$ cat src/rtl/ifetch_pkg.sv
// Shared types for the instruction fetch controller and its prefetch FIFO.
package ifetch_pkg;

    localparam int unsigned INST_BYTES = 4;

    typedef struct packed {
        logic [31:0] pc;
        logic [31:0] data;
        logic        fault;
    } fetch_entry_t;

    typedef enum logic {
        RUN     = 1'b0,
        FAULTED = 1'b1
    } ifetch_state_e;

endpackage

$ cat src/rtl/ifetch_fifo.sv
// Prefetch FIFO of fetch entries: a push is visible at the head one cycle later.
// Simultaneous push/pop is allowed when full; flush empties it synchronously.
module ifetch_fifo
    import ifetch_pkg::*;
#(
    parameter int DEPTH = 2
) (
    input  logic                         clk,
    input  logic                         rst,
    input  logic                         push,
    input  logic                         pop,
    input  logic                         flush,
    input  fetch_entry_t                 wr_entry,
    output fetch_entry_t                 head,
    output logic [$clog2(DEPTH+1)-1:0]   count,
    output logic                         full,
    output logic                         empty
);

    localparam int PW = $clog2(DEPTH);
    localparam int CW = $clog2(DEPTH + 1);

    fetch_entry_t            mem_q [DEPTH];
    logic         [PW-1:0]   wr_ptr_q;
    logic         [PW-1:0]   rd_ptr_q;
    logic         [CW-1:0]   count_q;

    // Storage needs no reset: head is forced to zero whenever the FIFO is empty.
    always_ff @(posedge clk) begin
        if (push) begin
            mem_q[wr_ptr_q] <= wr_entry;
        end
    end

    always_ff @(posedge clk or posedge rst) begin
        if (rst) begin
            wr_ptr_q <= '0;
            rd_ptr_q <= '0;
            count_q  <= '0;
        end else if (flush) begin
            wr_ptr_q <= '0;
            rd_ptr_q <= '0;
            count_q  <= '0;
        end else begin
            if (push) begin
                wr_ptr_q <= wr_ptr_q + PW'(1);
            end
            if (pop) begin
                rd_ptr_q <= rd_ptr_q + PW'(1);
            end
            if (push && !pop) begin
                count_q <= count_q + CW'(1);
            end else if (pop && !push) begin
                count_q <= count_q - CW'(1);
            end
        end
    end

    assign count = count_q;
    assign empty = (count_q == '0);
    assign full  = (count_q == CW'(DEPTH));
    assign head  = empty ? '0 : mem_q[rd_ptr_q];

endmodule

$ cat src/rtl/ifetch_ctrl.sv
// Fetch PC, RUN/FAULTED FSM and push/pop control around the prefetch FIFO.
// One-cycle fetch-to-decode latency; decode back-pressure stalls the PC once the FIFO is full.
module ifetch_ctrl
    import ifetch_pkg::*;
#(
    parameter logic [31:0] RESET_PC   = 32'h0000_0000,
    parameter int          FIFO_DEPTH = 2
) (
    input  logic        clk,
    input  logic        rst,
    input  logic        fetch_en,
    input  logic        redirect_valid,
    input  logic [31:0] redirect_pc,
    output logic [31:0] imem_addr,
    input  logic [31:0] imem_rdata,
    output logic        inst_valid,
    input  logic        inst_ready,
    output logic [31:0] inst_pc,
    output logic [31:0] inst_data,
    output logic        inst_fault
);

    localparam int CW = $clog2(FIFO_DEPTH + 1);
    localparam logic [CW-1:0] DEPTH_C = CW'(FIFO_DEPTH);

    ifetch_state_e   state_q, state_d;
    logic [31:0]     fetch_pc_q, fetch_pc_d;
    logic            push, pop, misaligned;
    fetch_entry_t    wr_entry, head;
    logic [CW-1:0]   fifo_count;
    logic            fifo_full, fifo_empty;

    always_ff @(posedge clk or posedge rst) begin
        if (rst) begin
            state_q    <= RUN;
            fetch_pc_q <= RESET_PC;
        end else begin
            state_q    <= state_d;
            fetch_pc_q <= fetch_pc_d;
        end
    end

    assign misaligned = (fetch_pc_q[1:0] != 2'b00);
    assign pop        = inst_valid && inst_ready;

    always_comb begin
        state_d    = state_q;
        fetch_pc_d = fetch_pc_q;
        push       = 1'b0;
        wr_entry.pc    = fetch_pc_q;
        wr_entry.data  = misaligned ? 32'h0 : imem_rdata;
        wr_entry.fault = misaligned;

        if (redirect_valid) begin
            state_d    = RUN;
            fetch_pc_d = redirect_pc;
        end else if (state_q == RUN && fetch_en && (fifo_count < DEPTH_C || pop)) begin
            push = 1'b1;
            // A faulting PC is parked until a redirect; it is never advanced.
            if (misaligned) begin
                state_d = FAULTED;
            end else begin
                fetch_pc_d = fetch_pc_q + INST_BYTES;
            end
        end
    end

    ifetch_fifo #(
        .DEPTH (FIFO_DEPTH)
    ) u_fifo (
        .clk      (clk),
        .rst      (rst),
        .push     (push),
        .pop      (pop),
        .flush    (redirect_valid),
        .wr_entry (wr_entry),
        .head     (head),
        .count    (fifo_count),
        .full     (fifo_full),
        .empty    (fifo_empty)
    );

    a_no_overflow: assert property (@(posedge clk) disable iff (rst) !(fifo_full && push && !pop));

    assign imem_addr  = fetch_pc_q;
    assign inst_valid = !fifo_empty;
    assign inst_pc    = head.pc;
    assign inst_data  = head.data;
    assign inst_fault = head.fault;

endmodule
$ cat config.mk
export PLATFORM = sky130hd
export DESIGN_NAME = ifetch_ctrl
export DESIGN_NICKNAME = d
export VERILOG_FILES = /design/src/rtl/ifetch_pkg.sv /design/src/rtl/ifetch_fifo.sv /design/src/rtl/ifetch_ctrl.sv
export SDC_FILE = /design/constraint.sdc
export NUM_CORES = 1
export LEC_CHECK = 0
export ABC_AREA = 1
export CAP_MARGIN = 20
export CELL_PAD_IN_SITES_DETAIL_PLACEMENT = 2
export CELL_PAD_IN_SITES_GLOBAL_PLACEMENT = 2
export CORE_MARGIN = 3
export CORE_UTILIZATION = 33
export CTS_CLUSTER_DIAMETER = 40
export CTS_CLUSTER_SIZE = 14
export DETAILED_ROUTE_END_ITERATION = 6
export PLACE_DENSITY = 0.95
export SLEW_MARGIN = 30
export SYNTH_ARGS = -nofsm -noshare
export SYNTH_HDL_FRONTEND = slang
export SYNTH_SLANG_ARGS = --single-unit
$ cat constraint.sdc
create_clock -name clk -period 9.7 [get_ports clk]
set_input_delay 1.94 -clock clk [delete_from_list [all_inputs] [get_ports clk]]
set_output_delay 1.94 -clock clk [all_outputs]
set_load 0.02 [all_outputs]
[Yosys cells after proc, flatten, opt, wreduce, memory -nomap -nowiden]
Memory sizes are Yosys's and may differ from the RTL's.
Cells that the tools add are included.
Operators by class
  muxes and demuxes: 19
  equality and inequality tests: 1
  reductions and logical operators: 18
  bitwise logic cells: 1
  $add $sub $neg: 5
  magnitude comparators: 1
Operators by type and width (count)
  $mux W32: 4
  $mux W65: 1
  $add A32 B3 Y32 const B: 1
  $mux W1: 11
  $reduce_bool A2 Y1: 5
  $mux W2: 3
  $logic_and A1 B1 Y1: 5
  $reduce_and A2 Y1: 2
  $logic_not A1 Y1: 3
  $reduce_bool A3 Y1: 1
  $add A1 B1 Y1 const B: 2
  $add A2 B1 Y2 const B: 1
  $logic_not A2 Y1: 1
  $lt A2 B2 Y1 const B: 1
  $ne A2 B2 Y1 const B: 1
  $sub A2 B1 Y2 const B: 1
  $logic_or A1 B1 Y1: 1
  $not A1 Y1: 1
Storage, ports and cells
  flip-flop bits (word level): 37
  RAM bits: 130
  input port bits: 69
  output and inout bits: 98
  memories kept: 1
  word-level logic and storage cells: 51
Memories
  u_fifo.mem_q: depth 2, width 65, rd ports 1, clocked after Yosys merged registers in 0, write ports 1, line ifetch_fifo.sv:23  | fetch_entry_t mem_q [DEPTH];

[Depth between registers and ports, before layout]
Gate-level depths: netlist of the first run.
  word-level depth: 12
  gate-level depth with buffers: 11
  depth with buffers taken out: 10

[Hierarchy]
From an unflattened synthesis of the first run, not the netlist that was laid out.
Second synthesis, totals
  cell total of the unflattened synthesis: 886
  area total of the unflattened synthesis: 8176.6 sq um
Modules (own cells, without submodules)
  ifetch_fifo: area each 5187.5 sq um, times used 1, cells an instance 381
  ifetch_ctrl: area each 2989.1 sq um, times used 1, cells an instance 505

[Least setup slack after synthesis of the first run]
OpenSTA, ideal clock, no wires.
  kind: input -> register
  start: in redirect_valid
  end: mem u_fifo.mem_q[1][0] (netlist name), enable pin
  required time: 9212 ps
  data arrival time: 5302 ps
  path slack: 3910 ps
  setup time: 488 ps
  stages: 6
  path through: buf_2 -> inv_2 -> buf_4 -> buf_2 -> nand2_1 -> nor2_1
Between the ends
  longest elaborated chain between the ends: 3
Ends and longest elaborated chain
  from (decl): line ifetch_ctrl.sv:12  | input logic redirect_valid,
  $mux W1: line ifetch_ctrl.sv:54  | if (redirect_valid) begin
  $mux W1: line ifetch_fifo.sv:30  | if (push) begin
  $mux W1 (implied by the code): line ifetch_fifo.sv:31  | mem_q[wr_ptr_q] <= wr_entry;
  to (decl): line ifetch_fifo.sv:23
Every way passes these cells.

[Worst setup path in the final report of the first run]
  start: in redirect_valid
  end: mem u_fifo.mem_q[0][46] (netlist name), enable pin
The elaborated chain is that of the path after synthesis.

==> results.md, run 1 <==
* Post-DR vias/cell at 5.011
* Port Buf Inserts at 166
* Fill count at 2553
* Largest net degree at the start of global routing at 66
* Reg power frac at 36.5%
* Clk_skew at 11.53 ps
* First-pass GRT wire length at 44.09 mm
* Register area share after synthesis at 59.69%
* Top layer reached by signal wires: met4
* Starting Density at 34.07%
* Post-route minimum period at 4929 ps
* Vias in the first global route at 7554
* Final-report hold violation count at 0
* Clock share of power at 26.3%
* Asr flop ratio synth at 22.16%
* DRT Wirelength at 28.68 mm
* CTS H-tree lvls at 4
* Crit path arrival time at 4990 ps
* Pwr dens at 247.9 mW/mm^2
* Pint at 1.589 mW
* Fin cells at 1346
* Hold slack at 551.2 ps
* Worst-path clk slew at 70 ps
* Mapped Cells at 891
* Met2 wire len at 14.86 mm
* Die area at 0.02643 sq mm
* Share of cells above drive strength 1 at 7.692%
* Total negative setup slack at 0 ps
* Worst Hold Endpoint: state_q$_DFFE_PP0P_
* Ant diodes at 0
* RSZ-0062 raised after global routing: false
* Post-synth cell types at 36
* First drt pass iteration count at 5
* Crit share post-route at 50.81%
* Cts bufs inserted at 17
* Hold path start: state_q$_DFFE_PP0P_
* Initial antenna violation count at 0
* FF-to-FF Start: u_fifo.count[1]$_DFFE_PP0P_
* Worst EP required at 9760 ps
* Max clock buf depth at 2
* Pins Over Slew Limit at 0
* Io pins at 167
* DRC viols at 0
* Min-Delay Path Depth at 2
* Ys Warns at 0
* CTS tree: done
* Post-Syn Area per Cell at 9.081 sq um
* MaxCap Viol Count at 0
* Post-Syn Area at 0.008092 sq mm
* Worst reg2reg endpoint: u_fifo.mem_q[0][46]$_DFFE_PP_
* DIE HEIGHT at 162.6 um
* Dpl cells at 1313
* Final Util at 43.90%
* DP HPWL at 19.30 mm
* Wire length per cell at 21.31 um
* Static leakage at 4.114 nW
* Fmax at 202.9 MHz
* Comb power frac at 37.2%
* Crit Path Category: input port to flip-flop
* #FFs+latches synth at 167
* Area Growth Syn to Fin at 28.87%
* Number of synthesized flops with an enable pin at 130
* Worst-skew pair later-pin latency at 430 ps
* Post-DRT Antenna Nets at 0
* Syn_nets at 961
* Max IR drop VDD at 111.5 uV
* Site row count at 56
* Core area at 0.02375 sq mm
* Prevailing post-synth register cell: edfxtp_1
* Clock root cell: clkbuf_16
* R2r setup slk at 6980 ps
* Routed vias at 6745
* Status: finished clean
* Worst-margin pin slew at 916.6 ps
* Initial drt markers at 460
* Die X at 162.6 um
* Quantity of hold-fixing buffers added after cts at 0
* Post-CTS setup buffer count at 0
* Sw Pwr at 0.9956 mW
* Min-delay worst type: flip-flop to flip-flop
* Sw Share at 38.52%
* Slew margin rel. at 38.75%
* TritonCTS Sinks at 167
* CP endpoint kind: flip-flop
* Metal3 WL at 1.082 mm
* NumNets Final at 1084
* Critical path launch point type: input port
* Final setup viols at 0
* Grt ovf at 0
* Metal-1 WL at 12.06 mm
* Post_cts resized at 0
* Maximum fanout along the worst path at 48
* Final GP Congestion at 0.7788
* GR Util All Layers at 21.85%
* Number of cells on the worst reg-to-reg path at 6
## synthesized netlist by cell type (3+ instances only)
library cell | n | share of area, %
nand4_1 | 3 | 0.23
inv_2 | 6 | 0.28
buf_1 | 9 | 0.42
buf_2 | 15 | 0.93
inv_1 | 70 | 3.2
buf_4 | 35 | 3.2
o21ai_0 | 8 | 0.49
o21ai_1 | 15 | 0.93
nor2_2 | 7 | 0.54
nand3_2 | 3 | 0.37
clkbuf_1 | 11 | 0.51
xor2_1 | 3 | 0.32
nand2_1 | 288 | 13
a21oi_1 | 81 | 5.0
nand2_2 | 4 | 0.31
nand3_1 | 34 | 2.1
nor2_1 | 106 | 4.9
dfrtp_1 | 37 | 11
edfxtp_1 | 130 | 48
nor2_4 | 6 | 0.83
## how the worst max path moves through the flow
| stage | start | endpoint | cells after the start |
|---|---|---|---|
| after global routing | redirect_valid | u_fifo.mem_q[0][42]$_DFFE_PP_ | 6 |
| after CTS | redirect_valid | u_fifo.mem_q[0][34]$_DFFE_PP_ | 6 |
| after detailed placement | redirect_valid | u_fifo.mem_q[0][43]$_DFFE_PP_ | 6 |
| after global placement | redirect_valid | u_fifo.mem_q[0][36]$_DFFE_PP_ | 6 |
| after floorplan | redirect_valid | u_fifo.mem_q[1][0]$_DFFE_PP_ | 6 |
| final | redirect_valid | u_fifo.mem_q[0][46]$_DFFE_PP_ | 6 |
## cell usage in the layout (no fill, tap or decap), types with 2 or more instances in the layout
cell type        count
clkbuf_16           17
nor2_4               9
edfxtp_1           130
clkinvlp_4           2
nor2_2               7
inv_2                7
o21ai_0              8
xor2_1               3
nand4_1              3
nor3_1               2
a21oi_2              2
nand3_2              3
inv_1               69
inv_6                6
inv_8                2
buf_4                7
o21ai_1             15
nor2_1             103
a31oi_1              2
a21boi_1             2
nand3_1             34
a21oi_1             81
dfrtp_1             36
nand2_2              4
clkinv_4             2
clkdlybuf4s50_1    166
nand2_1            288
## layout make-up
type / instances / area, sq um / share of cell area [%]
Clock inverter: 15 / 158.9 / 1.524
Inverter: 76 / 285.3 / 2.736
Clock buffer: 17 / 425.4 / 4.080
Timing Repair Buffer: 174 / 1742 / 16.70
Sequential cell: 167 / 4831 / 46.33
Tap cell: 319 / 399.1 / 3.828
Multi-Input combinational cell: 578 / 2586 / 24.80
## flip-flops by register name, summed over array words and instances, names as in the netlist
register	count
imem_addr	32
u_fifo.rd_ptr_q	1
u_fifo.count	2
state_q	1
u_fifo.mem_q	130
u_fifo.wr_ptr_q	1
## metal layers
layer,vias to the layer above,GRT usage (%)
li1,3102,-
met1,3427,26.82
met2,173,39.14
met3,43,3.891
met4,0,6.844
met5,-,0
## power groups by stage
| stage | combinational [mW] | sequential [mW] | clock, mW |
|---|---|---|---|
| 2_1_floorplan | 0.549 | 0.918 | 0 |
| 3_3_place_gp | 0.927 | 0.947 | 0 |
| 3_5_place_dp | 0.967 | 0.954 | 0 |
| 4_1_cts | 0.977 | 0.942 | 0.693 |
| 5_1_grt | 1.04 | 0.951 | 0.725 |
| 6_report | 0.963 | 0.942 | 0.680 |
## worst max-delay path, stage by stage
cell             delay (ps)
clkdlybuf4s50_1         410
buf_4                   260
inv_2                   700
nand2_1                 270
nor2_4                  740
buf_4                   590
## per-stage QoR
stage	worst slack, ps	total power [mW]	area [sq um]
global placement	4390	1.873	9816
CTS	4699	2.612	10400
global route	4549	2.719	10430
finish	4771	2.585	10430
detailed placement	4274	1.921	9816
floorplan	3910	1.467	8092
## cells by family (layout without fill, tap and decap cells)
group | count (synthesis) | in the layout | share of synthesized area, %
and+or+nand+nor | 460 | 460 | 23.84
AOI/OAI and AO/OA | 113 | 113 | 7.252
DFF | 167 | 167 | 59.69
buffers and inverters | 146 | 282 | 8.628
adders and majority gates | 1 | 1 | 0.1546
xor gates and xnor gates | 4 | 4 | 0.4330
Note: power is estimated with default switching activity, not from simulation.
==> run 2, diff against run 1 <==
Settings changed: CORE_UTILIZATION 33 to 31, PLACE_DENSITY 0.95 to 0.91.
Clock period 9.7 ns to 4.75 ns, I/O delays scaled along.
==> run 2 against run 1 <==
  * Worst hold slack better by 17 ps
  * Final area increased by 0.30%
  * Critical endpoint is now inst_pc[31]
  * Combinational power up 110%
  * Highest routed layer unchanged
  * Final cell count up 1.0%
  * Non-clock buffer count up 4
  * Largest cell class unchanged
==> results.md, run 2 (synthesized netlist as in run 1, its figures left out) <==
* GR Layer Usage met1 at 23.52% (-3.3 points)
* Cts bufs inserted at 17 (unchanged)
* Initial antenna violation count at 0 (unchanged)
* Leading cell type in the layout, fill and taps excluded: nand2_1
* Share of cells above drive strength 1 at 7.864% (+0.17 points)
* Post-route minimum period at 3740 ps
* Final GP Congestion at 0.7923 (+1.7%)
* Grt ovf at 0 (unchanged)
* Multi-input gate area at 0.002586 sq mm (unchanged)
* CTS tree: done
* Post-DRT Antenna Nets at 0 (unchanged)
* Fill count at 2775 (+8.7%)
* Commonest non-fill, non-tap cells in the layout: 288 x nand2_1, 166 x clkdlybuf4s50_1, 130 x edfxtp_1, 103 x nor2_1, 81 x a21oi_1
* GR Util All Layers at 19.17% (-2.7 points)
* Register Area at 0.004831 sq mm (unchanged)
* RSZ-0062 raised after global routing: false
* Starting Density at 31.86% (-2.2 points)
* Family with the most delay on the worst path: buffers and inverters
* Critical path launch point type: flip-flop
* Post-DR vias/cell at 4.834 (-3.5%)
* Wire length per cell at 19.51 um (-8.4%)
* Max clock buf depth at 2 (unchanged)
* Maximum fanout along the worst path at 37 (-23%)
* Core area at 0.02540 sq mm (+6.9%)
* First-pass GRT wire length at 42.27 mm (-4.1%)
* TritonCTS Sinks at 167 (unchanged)
* Area Growth Syn to Fin at 29.26%
* Largest net degree at the start of global routing at 66 (unchanged)
* MaxCap Viol Count at 0 (unchanged)
* Status: finished clean
* DP HPWL at 18.79 mm (-2.7%)
* CP endpoint kind: primary output
* Crit share post-route at 78.75%
* Io pins at 167 (unchanged)
* Site row count at 58 (+3.6%)
* Max reg flops at 130 (unchanged)
* Static leakage at 4.105 nW (-0.22%)
* Routed vias at 6574 (-2.5%)
* DIE HEIGHT at 167.6 um (+3.1%)
* Pwr dens at 498.9 mW/mm^2 (+100%)
* Max IR drop VDD at 194.4 uV (+74%)
* Pwr Total at 5.218 mW (+100%)
* Clock root cell: clkbuf_16
* Met3 Usage GRT at 2.975% (-0.92 points)
* Worst-path clk slew at 60 ps (about the same)
* Port Buf Inserts at 166 (unchanged)
* Initial drt markers at 433 (-5.9%)
* CP max stage cell: clkdlybuf4s50_1
* Final-report hold violation count at 0 (unchanged)
* DRC viols at 0 (unchanged)
* Vias in the first global route at 7529 (-0.33%)
* Slew margin rel. at 38.37% (-0.38 points)
* Worst-path cell chain: inv_2 > buf_4 > nand2_1 > a21oi_1 > clkdlybuf4s50_1
* Worst-margin pin slew at 922.3 ps (+5.683 ps)
* Slowest stage delay, CP at 660 ps (-80 ps)
* Reg with most FFs: u_fifo.mem_q
* Total negative setup slack at 0 ps (unchanged)
* Clk_skew at 11.25 ps (-0.2799 ps)
* Routing usage on met2 at 35.58% (-3.6 points)
* DRT Wirelength at 26.53 mm (-7.5%)
* Post_cts resized at 0 (unchanged)
* Fmax at 267.3 MHz
* Worst-skew pair later-pin latency at 430 ps (about the same)
* Quantity of hold-fixing buffers added after cts at 0 (unchanged)
* Die area at 0.02808 sq mm (+6.2%)
* Ant diodes at 0 (unchanged)
* Min-delay worst type: flip-flop to flip-flop
* WP buf/inv at 3 (-1)
* Post-CTS setup buffer count at 0 (unchanged)
* Crit path arrival time at 2790 ps (-2200 ps)
* Crit Path Category: flip-flop to primary output
* CTS H-tree lvls at 4 (unchanged)
* Die X at 167.6 um (+3.1%)
* NumNets Final at 1088 (+0.37%)
* GRT busiest layer: met2
* Final setup viols at 0 (unchanged)
* First drt pass iteration count at 4 (-1)
* Worst EP required at 3800 ps (-5960 ps)
* Pins Over Slew Limit at 0 (unchanged)
[run 2: where the power goes]
group,switching [mW],internal (mW)
registers,0.161,1.75
logic,1.21,0.808
clock network,0.597,0.686
[run 2: final cells by class]
type                    count  share of cell area (%)
well taps                 330                   3.948
clock buffers              19                   4.235
flip-flops and latches    167                   46.19
repair buffers            178                   17.25
multi-input cells         578                   24.73
inverters                  76                   2.728
clock inverters            12                  0.9212
[run 2: metrics by stage]
stage	setup WS [ps]	instances	hold WS, ps	utilization, %	area [sq um]
global route	752.0	1360	585.5	41.18	10460
CTS	955.6	1360	577.3	41.18	10460
detailed placement	1311	1329	571.5	39.05	9920
global placement	1393	1327	540.4	38.89	9877
floorplan	140.7	891	458.2	-	8094
finish	1010	1360	568.3	41.18	10460
[run 2: per-layer routing]
metal	part of all wire [%]	up-vias
li1	-	3107
met1	43	3299
met2	53	141
met3	3.3	27
met4	1.2	0
met5	0	-
[run 2: path summary, 6_finish.rpt]
path	slack (ps)	end	cells after the start	start
worst max register to register	2340	u_fifo.mem_q[0][45]$_DFFE_PP_	6	u_fifo.count[1]$_DFFE_PP0P_
max in group asynchronous	3380	u_fifo.rd_ptr_q$_DFFE_PP0P_	3	rst
worst max-delay path	1010	inst_pc[31]	5	u_fifo.rd_ptr_q$_DFFE_PP0P_
worst min-delay path	570	u_fifo.mem_q[1][34]$_DFFE_PP_	0	imem_addr[1]$_DFFE_PP0P_
worst min register to register	570	u_fifo.mem_q[1][34]$_DFFE_PP_	0	imem_addr[1]$_DFFE_PP0P_
min in group asynchronous	960	state_q$_DFFE_PP0P_	3	rst
==> run 3, diff against run 2 <==
Settings changed: CORE_UTILIZATION 31 to 28, PLACE_DENSITY 0.91 to 0.87.
Clock period 4.75 ns to 3 ns, I/O delays scaled along.
==> run 3 against run 2 <==
  * Clock-buffer cell count decreased by 1
  * Clock skew increased by 1.6 ps
  * Final area increased by 1.6%
==> results.md, run 3 (synthesized netlist as in run 1, its figures left out) <==
* Post-DR vias/cell at 4.689 (-3.0%)
* Crit path arrival time at 2300 ps (-490 ps)
* Min-delay worst type: flip-flop to flip-flop
* Max reg flops at 130 (unchanged)
* TritonCTS Sinks at 167 (unchanged)
* Largest net degree at the start of global routing at 43 (-35%)
* Comb power frac at 37.7% (-1.0 points)
* Pwr dens at 786.8 mW/mm^2 (+58%)
* Commonest non-fill, non-tap cells in the layout: 288 x nand2_1, 156 x clkdlybuf4s50_1, 130 x edfxtp_1, 103 x nor2_1, 81 x a21oi_1
* Static leakage at 4.310 nW (+5.0%)
* CP endpoint kind: primary output
* Sw Share at 37.69% (-0.095 points)
* Critical path launch point type: flip-flop
* Sw Pwr at 3.151 mW (+60%)
* Crit share post-route at 96.60%
* Initial antenna violation count at 1 (+1)
* Final setup viols at 0 (unchanged)
* First-pass GRT wire length at 41.64 mm (-1.5%)
* Fill count at 3069 (+11%)
* Initial drt markers at 288 (-33%)
* Wire length per cell at 18.56 um (-4.9%)
* RSZ-0062 raised after global routing: false
* Pint at 5.210 mW (+60%)
* Quantity of hold-fixing buffers added after cts at 0 (unchanged)
* Post-DP Area at 0.01000 sq mm (+0.83%)
* Core area at 0.02816 sq mm (+11%)
* Worst EP required at 2400 ps (-1400 ps)
* DRC viols at 0 (unchanged)
* Max IR drop VDD at 343.7 uV (+77%)
* Starting Density at 28.73% (-3.1 points)
* GR Util All Layers at 17.33% (-1.8 points)
* NumNets Final at 1095 (+0.64%)
* Ant diodes at 0 (unchanged)
* Crit Path Category: flip-flop to primary output
* Site row count at 61 (+5.2%)
* Grt ovf at 0 (unchanged)
* Worst setup margin at 102.1 ps (-907.4 ps)
* Clock root cell: clkbuf_16
* Clock share of power at 25.9% (+1.3 points)
* DIE HEIGHT at 176.0 um (+5.0%)
* Final GP Congestion at 0.7866 (-0.72%)
* CTS tree: done
* Clk_skew at 12.90 ps (+1.649 ps)
* Max clock buf depth at 2 (unchanged)
* Worst-margin pin slew at 927.7 ps (+5.394 ps)
* Routed vias at 6639 (+0.99%)
* Reg power frac at 36.4% (-0.3 points)
* MaxCap Viol Count at 0 (unchanged)
* Multi-input gate area at 0.002586 sq mm (unchanged)
* Maximum fanout along the worst path at 34 (-8.1%)
* Register Area at 0.004833 sq mm (about the same)
* Slew margin rel. at 38.01% (-0.36 points)
* Area Growth Syn to Fin at 31.31%
* Worst-skew pair later-pin latency at 430 ps (about the same)
* DP HPWL at 18.79 mm (about the same)
* First drt pass iteration count at 4 (unchanged)
* Leading cell type in the layout, fill and taps excluded: nand2_1
* Reg with most FFs: u_fifo.mem_q
* Die X at 176.0 um (+5.0%)
* Share of cells above drive strength 1 at 8.574% (+0.71 points)
* Final-report hold violation count at 0 (unchanged)
* Worst-path clk slew at 70 ps (about the same)
* Die area at 0.03097 sq mm (+10%)
* CTS H-tree lvls at 4 (unchanged)
* Vias in the first global route at 7331 (-2.6%)
* Fmax at 345.1 MHz
* Post-route minimum period at 2898 ps
* Final instance area at 0.01063 sq mm (+1.6%)
* Pins Over Slew Limit at 0 (unchanged)
* Total negative setup slack at 0 ps (unchanged)
* Status: finished clean
* Io pins at 167 (unchanged)
* Setup WS pre-CTS at 364.9 ps (-946.2 ps)
* Port Buf Inserts at 166 (unchanged)
* Cts bufs inserted at 17 (unchanged)
* Post-DRT Antenna Nets at 0 (unchanged)
* DRT Wirelength at 26.28 mm (-0.94%)
-- run 3: cell types whose count changed in the layout (fill, tap and decap cells not counted), moves of 2 or more --
cell	change
inv_8	+2
buf_4	+6
dlymetal6s2s_1	+10
clkinvlp_4	-3
clkdlybuf4s50_1	-10
-- run 3: what timing repair did --
action	CTS	global route
buffers inserted	0	2
pin swaps	0	1
gates resized for setup	3	11
setup endpoints to repair	18	23
-- run 3: layout make-up --
cell class                 instances  share of cell area (%)
timing repair buffer             185                   17.68
clock inverter                    14                   1.319
multi-input combinational        578                   24.34
tap                              378                   4.451
inverter                          76                   2.685
sequential                       167                   45.49
clock buffer                      18                   4.039
-- run 3: power groups by stage --
| stage | Sequential (mW) | Clock [mW] | Combinational, mW |
|---|---|---|---|
| 3_3_place_gp | 3.07 | 0 | 3.07 |
| 5_1_grt | 3.08 | 2.32 | 3.43 |
| 6_report | 3.04 | 2.17 | 3.15 |
| 4_1_cts | 3.05 | 2.23 | 3.21 |
| 3_5_place_dp | 3.09 | 0 | 3.18 |
| 2_1_floorplan | 2.96 | 0 | 1.78 |
-- run 3: critical path: stages (launching register included) --
cell and delay (ps):
dfrtp_4 570, inv_2 130, buf_8 240, nand2_1 80, a21oi_1 200, clkdlybuf4s50_1 640
-- run 3: path summary, 6_finish.rpt --
| kind | startpoint | end | slack, ps | depth (start not counted) |
|---|---|---|---|---|
| min | u_fifo.wr_ptr_q$_DFFE_PP0P_ | u_fifo.wr_ptr_q$_DFFE_PP0P_ | 570 | 1 |
| min in group asynchronous | rst | u_fifo.rd_ptr_q$_DFFE_PP0P_ | 630 | 3 |
| max reg2reg | u_fifo.count[1]$_DFFE_PP0P_ | imem_addr[16]$_DFFE_PP0P_ | 1110 | 7 |
| min reg2reg | u_fifo.wr_ptr_q$_DFFE_PP0P_ | u_fifo.wr_ptr_q$_DFFE_PP0P_ | 570 | 1 |
| max | u_fifo.rd_ptr_q$_DFFE_PP0P_ | inst_data[12] | 100 | 5 |
| max in group asynchronous | rst | u_fifo.rd_ptr_q$_DFFE_PP0P_ | 1940 | 3 |
-- run 3: per-layer routing --
| layer | global-route usage (%) | routed length [um] |
|---|---|---|
| met5 | 0 | 13 |
| met3 | 3.075 | 909 |
| met1 | 20.94 | 11090 |
| met2 | 31.74 | 13880 |
| met4 | 4.619 | 391 |
-- run 3: stage by stage --
stage          hold WS, ps  cells  util, %  power [mW]
2_1_floorplan        504.5    891        -       4.740
3_3_place_gp         523.7   1382    35.51       6.145
6_report             574.5   1416    37.73       8.360
4_1_cts              585.6   1414    37.58       8.490
3_5_place_dp         577.0   1382    35.51       6.273
5_1_grt              596.2   1416    37.73       8.836
